## src/rtl/sw_debounce.sv

```systemverilog
// sw_debounce
//   Conditions the raw slide-switch lines that feed the I/O input port
//   register. Each bit goes through a two-flop synchronizer. It is then
//   debounced on its own: the stable value only follows the synchronized
//   level after that level has differed from it for DEBOUNCE_CYCLES
//   consecutive cycles. Single-cycle rise/fall pulses and a sticky changed
//   flag are generated for the CPU to poll.
//
// Ports
//   clock          system clock, all state updates on posedge
//   reset          asynchronous, active-high reset
//   sw_raw         raw switch levels, asynchronous to clock
//   clear_changed  synchronous request to clear the changed flag
//   sw_stable      debounced switch vector
//   sw_rise        one-cycle pulse per bit on a stable 0->1 transition
//   sw_fall        one-cycle pulse per bit on a stable 1->0 transition
//   changed        sticky: some stable bit changed since the last clear
module sw_debounce #(
    parameter int WIDTH           = 10,
    parameter int DEBOUNCE_CYCLES = 50000,
    parameter int CNT_W           = 16
) (
    input  logic             clock,
    input  logic             reset,
    input  logic [WIDTH-1:0] sw_raw,
    input  logic             clear_changed,
    output logic [WIDTH-1:0] sw_stable,
    output logic [WIDTH-1:0] sw_rise,
    output logic [WIDTH-1:0] sw_fall,
    output logic             changed
);

    localparam logic [CNT_W-1:0] CNT_TERM = CNT_W'(DEBOUNCE_CYCLES - 1);

    logic [WIDTH-1:0] sync1;
    logic [WIDTH-1:0] sync2;
    logic [CNT_W-1:0] cnt      [WIDTH];
    logic [CNT_W-1:0] cnt_nxt  [WIDTH];
    logic [WIDTH-1:0] stable_nxt;
    logic [WIDTH-1:0] rise_nxt;
    logic [WIDTH-1:0] fall_nxt;
    logic             changed_nxt;

    // Only sync1 ever samples sw_raw.
    always_ff @(posedge clock or posedge reset) begin
        if (reset) begin
            sync1 <= '0;
            sync2 <= '0;
        end else begin
            sync1 <= sw_raw;
            sync2 <= sync1;
        end
    end

    // The terminal compare comes before the increment. This means the counter
    // never wraps. A bit that matches its stable value again restarts its count.
    always_comb begin
        stable_nxt = sw_stable;
        rise_nxt   = '0;
        fall_nxt   = '0;
        for (int i = 0; i < WIDTH; i++) begin
            cnt_nxt[i] = cnt[i];
            if (sync2[i] == sw_stable[i]) begin
                cnt_nxt[i] = '0;
            end else if (cnt[i] == CNT_TERM) begin
                cnt_nxt[i]    = '0;
                stable_nxt[i] = sync2[i];
                rise_nxt[i]   = sync2[i];
                fall_nxt[i]   = ~sync2[i];
            end else begin
                cnt_nxt[i] = cnt[i] + 1'b1;
            end
        end
    end

    // A new event overrides a clear that arrives on the same edge.
    always_comb begin
        changed_nxt = changed;
        if (|(rise_nxt | fall_nxt)) begin
            changed_nxt = 1'b1;
        end else if (clear_changed) begin
            changed_nxt = 1'b0;
        end
    end

    always_ff @(posedge clock or posedge reset) begin
        if (reset) begin
            sw_stable <= '0;
            sw_rise   <= '0;
            sw_fall   <= '0;
            changed   <= 1'b0;
            for (int i = 0; i < WIDTH; i++) begin
                cnt[i] <= '0;
            end
        end else begin
            sw_stable <= stable_nxt;
            sw_rise   <= rise_nxt;
            sw_fall   <= fall_nxt;
            changed   <= changed_nxt;
            for (int i = 0; i < WIDTH; i++) begin
                cnt[i] <= cnt_nxt[i];
            end
        end
    end

endmodule
```

## config.mk

```make
export PLATFORM = sky130hd
export DESIGN_NAME = sw_debounce
export DESIGN_NICKNAME = d
export VERILOG_FILES = /design/src/rtl/sw_debounce.sv
export SDC_FILE = /design/constraint.sdc
export NUM_CORES = 1
export LEC_CHECK = 0
export ABC_AREA = 1
export BUFFER_PORTS_ARGS = -buffer_cell sky130_fd_sc_hd__buf_4
export CORE_ASPECT_RATIO = 0.75
export CORE_MARGIN = 2
export CORE_UTILIZATION = 45
export DETAILED_ROUTE_END_ITERATION = 6
export PLACE_DENSITY = 0.61
export SLEW_MARGIN = 20
export SYNTH_ARGS = -nofsm -noshare
export SYNTH_HDL_FRONTEND = slang
export SYNTH_SLANG_ARGS = --single-unit
```

## constraint.sdc

```tcl
create_clock -name clock -period 8.5 [get_ports clock]
set_clock_uncertainty 0.15 [all_clocks]
set_input_delay 0.425 -clock clock [delete_from_list [all_inputs] [get_ports clock]]
set_output_delay 0.425 -clock clock [all_outputs]
set_load 0.05 [all_outputs]
```

==> flow_metrics.env <==
export IMPL_chipHeight_um=135.1
export IMPL_slowest_delay_ns=0.66
export IMPL_yosys_most_used_dff="dfrtp_1"
export IMPL_antenna_found_initial=0
export IMPL_crit_arrival_ns=2.51
export IMPL_grt_max_degree=131
export IMPL_cp_cell_sequence="dlygate4sd3_1 -> buf_4 -> inv_8 -> buf_6"
export IMPL_worst_path_buf_inv=4
export IMPL_worst_setup_path_type="in -> async"
export IMPL_postCtsSetupRepairBufs=0
export IMPL_hold_slack_ns=0.1945
export IMPL_netlist_area_mm2=0.01031
export IMPL_syn_nets=1286
export IMPL_hold_path_class="reg -> reg"
export IMPL_switching_power_mw=0.4701
export IMPL_track_usage=0.1719
export IMPL_cts_tree="done"
export IMPL_switching_share=0.2126
export IMPL_ir_drop_uv=163.6
export IMPL_initial_core_util=0.4628
export IMPL_synth_seq_cells=211
export IMPL_cts_made_buffers=23
export IMPL_drive_gt1_frac=0.1195
export IMPL_yosys_area_share_simple=0.3218
export IMPL_core_mm2=0.02229
export IMPL_wire_per_inst_um=12.09
export IMPL_vias=7942
export IMPL_tns_ns=0
export IMPL_area_growth_pct=15.91
export IMPL_pwr_share_seq=0.467
export IMPL_dp_hpwl_um=14050
export IMPL_rows=47
export IMPL_p_int_mw=1.741
export IMPL_synth_edf_count=0
export IMPL_fp_dieArea_mm2=0.02416
export IMPL_cts_max_level=1
export IMPL_synthAdderAreaFrac=0.01213
export IMPL_rsz0062_at_grt="false"
export IMPL_hold_viol=0
export IMPL_cp_max_fo=130
export IMPL_leakage_nw=5.476
export IMPL_clk_pin_slew_ns=0.06
export IMPL_synth_compound_area_frac=0.05944
export IMPL_maxCapViolations=0
export IMPL_num_antenna_cells=0
export IMPL_synthMuxAreaShare=0
export IMPL_clock_latency_ns=0.52
export IMPL_slew_headroom=0.4183
export IMPL_comb_power_share=0.034
export IMPL_dieWidth_um=178.8
export IMPL_grt_pass1_wl_um=34280
export IMPL_max_freq_mhz=477.0
export IMPL_ys_types=43
export IMPL_overflow=0
export IMPL_drc_errors=0
export IMPL_io_pins=44
export IMPL_drt_iter0_drc=421
export IMPL_io_buffers=43
export IMPL_status="completed"
export IMPL_cp_start_kind="input pin"
export IMPL_grt_pass1_vias=7382
export IMPL_clockBufferDepth=3
export IMPL_cp_slowest_cell="buf_6"
export IMPL_cp_end_kind="asynchronous set/reset pin"
export IMPL_firstDrtPassIters=5
export IMPL_drtAntennaViolNets=0
export IMPL_yosysSeqAreaShare=0.5119
export IMPL_wirelength_um=19950
export IMPL_fillerInstances=2105
export IMPL_async_flop_share=1.000
export IMPL_min_period_over_period=0.2467
export IMPL_power_density_mw_per_mm2=185.0
export IMPL_yosys_warnings=0
export IMPL_worst_pin_slew_ns=0.8726
export IMPL_synth_xor_area_frac=0.03311
export IMPL_via_per_inst=4.813
export IMPL_cts_root_buf="clkbuf_16"
export IMPL_place_congestion=0.8366
export IMPL_pwr_share_clk=0.500
export IMPL_syn_area_per_cell_um2=8.167
export IMPL_cp_required_ns=8.91
export IMPL_numClockSinks=211
export IMPL_min_period_ns=2.097
export IMPL_synth_top_family_by_area="simple AND/OR/NAND/NOR gates"
export IMPL_layout_nets=1363
export IMPL_syn_inst=1263
export IMPL_critPathTopFamily="buffers and inverters"
export IMPL_final_setup_viol_count=0
export IMPL_slew_violations=0
==> final timing paths <==
check	startpoint	endpoint	slack, ns	depth (start not counted)
setup / recovery	reset	sw_fall[0]	6.40	4
hold / removal	sync1[0]	sync2[0]	0.19	0
setup reg to reg	sw_stable[2]	changed	6.71	9
hold reg to reg	sync1[0]	sync2[0]	0.19	0
max in group clock	sw_stable[2]	changed	6.71	9
min in group asynchronous	reset	sw_rise[4]	0.52	3
==> sequential cells by signal (all words and copies together), names as in the netlist <==
register,cells
cnt,160
sw_fall,10
sw_rise,10
changed,1
sw_stable,10
sync1,10
sync2,10
==> cell usage in the layout, fill, tap and decap left out, drive strengths merged, types with 2 or more instances in the layout <==
cell type | Yosys | final
a21oi | 49 | 49
or2 | 8 | 8
nor3 | 52 | 52
nand2 | 266 | 266
xnor2 | 12 | 12
xor2 | 27 | 27
buf | 3 | 44
ha | 10 | 10
a211oi | 2 | 2
nand4 | 19 | 19
dlygate4sd3 | 0 | 11
clkinvlp | 0 | 3
nor3b | 14 | 14
dfrtp | 211 | 211
nor2 | 293 | 293
nand3 | 76 | 76
o21a | 4 | 4
bufinv | 0 | 6
inv | 161 | 162
clkinv | 2 | 6
o21bai | 8 | 8
o21ai | 27 | 27
clkbuf | 0 | 27
a31oi | 10 | 10
and3 | 4 | 4
==> area by class of cell <==
cell class | count | area, um2 | area share
Sequential cell | 211 | 5280 | 0.4416
Multi-Input combinational cell | 886 | 4399 | 0.3679
Inverter | 163 | 619.3 | 0.05180
Clock buffer | 27 | 610.6 | 0.05107
Timing Repair Buffer | 55 | 444.2 | 0.03715
Tap cell | 294 | 367.9 | 0.03077
Clock inverter | 14 | 235.2 | 0.01967
==> metal layers <==
metal | GRT usage | wire (um) | vias to the layer above | part of all wire
met1 | 0.2640 | 10570 | 3646 | 0.53
li1 | - | - | 4165 | -
met2 | 0.2528 | 8331 | 104 | 0.42
met3 | 0.02984 | 691 | 27 | 0.035
met5 | 0 | 0 | - | 0
met4 | 0.03930 | 352 | 0 | 0.018
==> power by group through the flow <==
stage                     registers, mW  logic [mW]  clock network (mW)
after floorplan                    1.05      0.0532                   0
after global placement             1.05      0.0722                   0
after detailed placement           1.05      0.0725                   0
after CTS                          1.03      0.0768                1.14
after global routing               1.03      0.0882                1.18
final                              1.03      0.0744                1.10
==> worst register-to-register path, stage by stage, from the launching register on <==
cell and delay [ns]:
dfrtp_1 0.41, inv_1 0.09, nand2_1 0.10, inv_1 0.06
nor2_2 0.24, inv_1 0.11, nand3_1 0.12, nand2_1 0.09
nor2_1 0.20, nand3_1 0.10
==> through the flow <==
step | cell area (um2) | utilization | std cells | total power, mW | setup WS, ns
after floorplan | 10310 | - | 1263 | 1.102 | 2.159
after global placement | 11000 | 0.4934 | 1598 | 1.123 | 5.984
after detailed placement | 11000 | 0.4934 | 1598 | 1.123 | 6.006
after CTS | 11950 | 0.5363 | 1650 | 2.246 | 5.988
after global routing | 11960 | 0.5365 | 1650 | 2.302 | 6.098
final | 11960 | 0.5365 | 1650 | 2.212 | 6.403
==> synthesized netlist by cell type, types with 4 or more instances <==
cell,n,area share
dfrtp_1,211,0.51
a31oi_1,10,0.0061
a21oi_1,45,0.022
and3_1,4,0.0024
nor2_4,9,0.0098
nand2_2,16,0.0097
o21bai_1,8,0.0058
ha_1,10,0.012
o21ai_1,4,0.0019
nor2_2,16,0.0097
xnor2_1,12,0.010
o21a_1,4,0.0029
nor3_1,47,0.023
nand2_1,248,0.090
nor2_1,268,0.098
or2_1,6,0.0036
o21ai_0,22,0.011
nor3b_1,12,0.0087
xor2_1,27,0.023
nand4_1,19,0.012
inv_2,12,0.0044
nand3_1,67,0.033
inv_1,149,0.054
nand3_2,8,0.0078
==> kinds of logic (layout without fill, tap and decap cells) <==
logic type,after synthesis,count (layout)
AOI/OAI and AO/OA,103,103
xor gates and xnor gates,39,39
adders and majority gates,10,10
buffers and inverters,166,259
DFF,211,211
and+or+nand+nor,734,734
==> what timing repair did <==
item | 4_1_cts | 5_1_grt
hold buffers | 11 | 0
hold endpoints to repair | 93 | 0
resized for setup | 0 | 0
(Power assumes the default switching activity.)
